==> src/rtl/special_walls_streamer.sv <==
// special_walls_streamer: walks a combinational sprite ROM once per start pulse and
// streams each palette index as a pixel beat with screen coordinates over valid/ready.
// Transparent pixels may be dropped (SKIP_TRANSP); dropped pixels still advance the walk.
//
// Ports:
//   Clk, Reset_n          clock (rising edge), asynchronous active-low reset
//   start                 1-cycle walk request, honoured only in IDLE
//   base_x, base_y        sprite origin, captured on an accepted start
//   rom_addr / rom_data   ROM address out, read data in (same cycle)
//   pix_valid/pix_ready   output stream handshake
//   pix_x, pix_y          base + column/row, wrapping at COORD_W bits
//   pix_color, pix_last   palette index, beat carries address DEPTH-1
//   busy, done            walk in progress, 1-cycle completion pulse
module special_walls_streamer #(
    parameter int unsigned       DEPTH       = 167,
    parameter int unsigned       ADDR_W      = 8,
    parameter int unsigned       DATA_W      = 4,
    parameter int unsigned       ROW_LEN     = 167,
    parameter int unsigned       COORD_W     = 10,
    parameter logic [DATA_W-1:0] TRANSPARENT = 4'hF,
    parameter bit                SKIP_TRANSP = 1'b1
) (
    input  logic               Clk,
    input  logic               Reset_n,
    input  logic               start,
    input  logic [COORD_W-1:0] base_x,
    input  logic [COORD_W-1:0] base_y,
    output logic [ADDR_W-1:0]  rom_addr,
    input  logic [DATA_W-1:0]  rom_data,
    output logic               pix_valid,
    input  logic               pix_ready,
    output logic [COORD_W-1:0] pix_x,
    output logic [COORD_W-1:0] pix_y,
    output logic [DATA_W-1:0]  pix_color,
    output logic               pix_last,
    output logic               busy,
    output logic               done
);

    typedef enum logic [1:0] {IDLE, RUN, FLUSH, DONE} state_t;

    state_t             state_q, state_d;
    logic [COORD_W-1:0] col_q, col_d, row_q, row_d;
    logic [COORD_W-1:0] bx_q, bx_d, by_q, by_d;
    logic [ADDR_W-1:0]  addr_d;
    logic               valid_d, last_d, busy_d, done_d;
    logic [COORD_W-1:0] x_d, y_d;
    logic [DATA_W-1:0]  color_d;

    logic slot_free_c, addr_last_c, col_last_c;

    // Output register can take a new beat when empty or being drained this cycle
    assign slot_free_c = !pix_valid || pix_ready;
    assign addr_last_c = (rom_addr == ADDR_W'(DEPTH - 1));
    assign col_last_c  = (col_q == COORD_W'(ROW_LEN - 1));

    // Next-state and next-output logic
    always_comb begin
        state_d = state_q;
        col_d   = col_q;
        row_d   = row_q;
        bx_d    = bx_q;
        by_d    = by_q;
        addr_d  = rom_addr;
        valid_d = pix_valid;
        x_d     = pix_x;
        y_d     = pix_y;
        color_d = pix_color;
        last_d  = pix_last;
        busy_d  = busy;
        done_d  = 1'b0;

        unique case (state_q)
            IDLE: begin
                if (start) begin
                    state_d = RUN;
                    busy_d  = 1'b1;
                    addr_d  = '0;
                    col_d   = '0;
                    row_d   = '0;
                    bx_d    = base_x;
                    by_d    = base_y;
                end
            end
            RUN: begin
                if (slot_free_c) begin
                    color_d = rom_data;
                    x_d     = bx_q + col_q;
                    y_d     = by_q + row_q;
                    last_d  = addr_last_c;
                    valid_d = !(SKIP_TRANSP && (rom_data == TRANSPARENT));
                    if (col_last_c) begin
                        col_d = '0;
                        row_d = row_q + COORD_W'(1);
                    end else begin
                        col_d = col_q + COORD_W'(1);
                    end
                    if (addr_last_c) begin
                        addr_d  = '0;
                        state_d = FLUSH;
                    end else begin
                        addr_d = rom_addr + ADDR_W'(1);
                    end
                end
            end
            FLUSH: begin
                // Last beat leaves (or was never valid): finish the walk
                if (slot_free_c) begin
                    valid_d = 1'b0;
                    busy_d  = 1'b0;
                    done_d  = 1'b1;
                    state_d = DONE;
                end
            end
            DONE: begin
                state_d = IDLE;
            end
            default: begin
                state_d = IDLE;
            end
        endcase
    end

    // State and output registers
    always_ff @(posedge Clk or negedge Reset_n) begin
        if (!Reset_n) begin
            state_q   <= IDLE;
            col_q     <= '0;
            row_q     <= '0;
            bx_q      <= '0;
            by_q      <= '0;
            rom_addr  <= '0;
            pix_valid <= 1'b0;
            pix_x     <= '0;
            pix_y     <= '0;
            pix_color <= '0;
            pix_last  <= 1'b0;
            busy      <= 1'b0;
            done      <= 1'b0;
        end else begin
            state_q   <= state_d;
            col_q     <= col_d;
            row_q     <= row_d;
            bx_q      <= bx_d;
            by_q      <= by_d;
            rom_addr  <= addr_d;
            pix_valid <= valid_d;
            pix_x     <= x_d;
            pix_y     <= y_d;
            pix_color <= color_d;
            pix_last  <= last_d;
            busy      <= busy_d;
            done      <= done_d;
        end
    end

endmodule

==> config.mk <==
export PLATFORM = sky130hd
export DESIGN_NAME = special_walls_streamer
export DESIGN_NICKNAME = d
export VERILOG_FILES = /design/src/rtl/special_walls_streamer.sv
export SDC_FILE = /design/constraint.sdc
export NUM_CORES = 1
export LEC_CHECK = 0
export BUFFER_PORTS_ARGS = -buffer_cell sky130_fd_sc_hd__clkbuf_2
export CORE_MARGIN = 8
export CORE_UTILIZATION = 50
export CTS_BUF_LIST = sky130_fd_sc_hd__clkbuf_8
export CTS_CLUSTER_SIZE = 24
export DETAILED_ROUTE_END_ITERATION = 8
export GPL_ROUTABILITY_DRIVEN = 0
export PLACE_DENSITY = 0.76
export SLEW_MARGIN = 10
export SYNTH_ARGS = -nofsm -noshare
export SYNTH_HDL_FRONTEND = slang
export SYNTH_SLANG_ARGS = --single-unit
export TNS_END_PERCENT = 20
==> constraint.sdc <==
create_clock -name Clk -period 2.3 [get_ports Clk]
set_input_delay 0.23 -clock Clk [delete_from_list [all_inputs] [get_ports Clk]]
set_output_delay 0.23 -clock Clk [all_outputs]
set_load 0.05 [all_outputs]
==> results.md <==
- Final setup margin: 160 ps
- Post CTS Setup Buffer Count: 0
- Mapped Area: between 4000 and 5000 sq um
- DR vias/cell: around 5.6
- Mapped Nets: between 400 and 500
- Most frequent cells in the layout: dfrtp_1, clkbuf_2, nand2_1, o21ai_0, mux2_2
- Share of cells above drive strength 1: 0.249
- FP Rows: 33
- Wire per inst: about 16 um
- Min-Delay Path Class: input pin to register
- Status: complete, no violations
- Leak pwr: 0.00237 uW
- Worst endpoint required time: about 2500 ps
- Post-synth ARST share: 1.00
- Clk slew on worst S/H paths: roughly 80 ps
- Die ar.: around 12000 sq um
- DP HPWL: approximately 7000 um
- Seq/Total Area, Yosys: 0.462
- Synth cell types: 52
- # setup viols final: 0
- Worst reg2reg path depth: 8
- Synth warn: 0
- Number of DRC markers in iteration 0: about 190
- Clk_skew: roughly 9.2 ps
- Crit path DAT: about 2400 ps
- Hold Path End: bx_q[7]
- Core area: ~8000 sq um
- Syn Area/Cell: ~10 sq um
- Pin count of the biggest net entering global routing: 39
- Slowest cell on the critical path: dfrtp_1
- Worst Tran Pin Value: ~490 ps
- Worst r2r dst: pix_y[8]
- Worst Hold Depth: 2
- Root Buffer: clkbuf_8
- Wire length of the first global-routing pass: roughly 16000 um
- Final ANT Viol Nets: 0
- RSZ-0062 raised after global routing: false
- Number of global-route vias before repair: approximately 3.3k
- Flops & latches, synth: 78
- Vias: about 3.3k
- I/O Buffers: 63
- Net count reported at finish: around 540
- Number of flops mapped to enable cells by yosys: 0
- Crit start category: register
- Setup CP Type: register to register
- Post-synthesis compound-gate area fraction: 0.130
- Clk_lat worst skew: approximately 350 ps
- Chip Height: between 100 and 150 um
- Post-Synth Adder-Cell Area: 0.0864
- Largest family of logic cells by synthesized area: simple AND/OR/NAND/NOR gates
- Area grow syn2layout: 17.6%
- Setup TNS: 0 ps
- Worst Setup End Kind: register
- Max-Cap Viols: 0
- Max Slew Vio Count: 0
- Max Fclk: between 400 and 500 MHz
- Relative slew slack: 0.677
- GRT Residual Overflow: 0
- Xor-xnor portion of the synthesized cell area: 0.0518
- Hold Violations, Final: 0
- Commonest non-fill, non-tap cell in the layout: dfrtp_1
- Layout fillers: about 700
- Worst-path maximum fanout: 5
- Worst IR Drop VDD: between 0.0008 and 0.0009 V
- Num CTS Buffers: 9
- Die width: 108 um
- Initial antenna violation count: 0
- Simple logic cell fraction of the synthesized area: 0.152
- Crit-path cells: ha_1 > inv_1 > fa_1 > nor2b_1 > o31a_1 > o41ai_1 > mux2i_1 > o311ai_0
- DR DRC count: 0
- Sink Count: 78
- Crit Reg-Reg Startpoint: row_q[0]
- Pre-CTS setup slack: 89.7 ps
- R2r setup slk: approximately 160 ps
- Clk buf depth: 2
- Worst hold start: base_x[7]
- Synth top area cells: dfrtp_1, ha_1, mux2_2
- Final clock period utilization by the worst path: 0.930
- Top cell type's share of synthesized area: 0.462
- PD cells: 1380 nW/um^2
- TritonCTS clock tree: built
- Antenna cells: 0
- Max incr delay on CP: around 440 ps
- Io pins: 64
- Initial Utilization: 0.514
- DRT Pass-1 Iters: 4
- Overall Global Routing Usage: 0.168
- H-tree levels: 3
- Mux contribution to synthesized area: 0.0888
- Overall routed net length: between 9000 and 10000 um
- Dominant synthesized flop cell: dfrtp_1
- Tmin final: ~2100 ps
- Largest area contributor in the netlist: dfrtp_1
- Cells after Synth: roughly 410
-- cells by family after synthesis --
family | after synthesis
flip-flops | 78
multiplexers | 34
XOR/XNOR | 25
buffers and inverters | 29
AO/OA/AOI/OAI | 87
AND/OR/NAND/NOR | 127
adder cells (fa/ha/maj) | 28
-- what timing repair did --
action,CTS,global route
hold buffers,1,0
endpoints found under the hold margin,36,0
gates resized for setup,0,1
endpoints found under the setup margin,0,1
-- state kept, by name, indices dropped and copies added, names as in the netlist, 2 cells and up --
register / cells
pix_x: 10
pix_color: 4
pix_y: 10
state_q: 2
rom_addr: 8
bx_q: 10
by_q: 10
col_q: 10
row_q: 10
-- per-stage QoR --
stage / instance area, sq um / utilization / power (uW) / hold WS, ps / instances
global placement: 4700 / 0.572 / 5530 / 226 / 574
detailed placement: 4700 / 0.572 / 5630 / 234 / 574
global route: 4970 / 0.605 / 7350 / 102 / 591
CTS: 4960 / 0.604 / 6920 / 98.8 / 591
finish: 4970 / 0.605 / 6870 / 112 / 591
floorplan: 4230 / - / 4760 / -65.6 / 408
-- routing by layer --
layer  track usage  part of all wire  vias to the layer above
li1              -                 -                     1617
met1         0.225              0.46                     1586
met2         0.251              0.45                       91
met3        0.0363             0.066                       18
met4        0.0833             0.016                        0
met5             0                 0                        -
-- power by group --
group | switching [uW] | internal, uW | total (uW)
logic | 2210 | 1150 | 3360
clock network | 492 | 774 | 1270
registers | 369 | 1880 | 2240
total | 3070 | 3800 | 6870
-- worst max-delay path: cells and delay by family (launching register included) --
kind	cells	cell delay, ps
muxes	1	220
adders and majority gates	2	440
DFF	1	440
AOI/OAI and AO/OA	3	760
and+or+nand+nor	1	70
buffers and inverters	1	70
-- worst max path at each step --
stage,from,end,slack (ps),cells after the start
4_1_cts,rom_addr[0],state_q[1],60,7
3_3_place_gp,rom_addr[0],state_q[1],230,7
3_5_place_dp,rom_addr[0],state_q[1],90,7
2_1_floorplan,rom_addr[1],state_q[1],70,6
5_1_grt,row_q[0],pix_y[8],7,8
6_report,row_q[0],pix_y[8],160,8
-- cells in the mapped netlist (2+ instances only) --
cell        n
dfrtp_1    78
nand2_1    36
mux2_2     28
o21ai_0    28
ha_1       26
nor2_1     25
a21oi_1    18
inv_1      18
xor2_1     18
nand4_1    12
nand3_1    11
and3_1      9
clkbuf_1    9
nor3_1      7
xnor2_1     7
a211oi_1    6
mux2i_1     6
nand2b_1    6
o21a_1      6
a21o_1      5
o22ai_1     5
or3_1       5
nor2b_1     4
o31ai_1     4
fa_1        2
nand4bb_1   2
o31a_1      2
-- cell type report --
| class | instances | area (sq um) | area share |
|---|---|---|---|
| inverters | 18 | 67.6 | 0.0136 |
| well taps | 105 | 131 | 0.0264 |
| repair buffers | 73 | 408 | 0.0821 |
| multi-input cells | 301 | 2160 | 0.435 |
| flip-flops and latches | 78 | 1950 | 0.393 |
| clock inverters | 5 | 97.6 | 0.0196 |
| clock buffers | 11 | 151 | 0.0305 |
No activity file was read; power rests on OpenSTA's default activity.
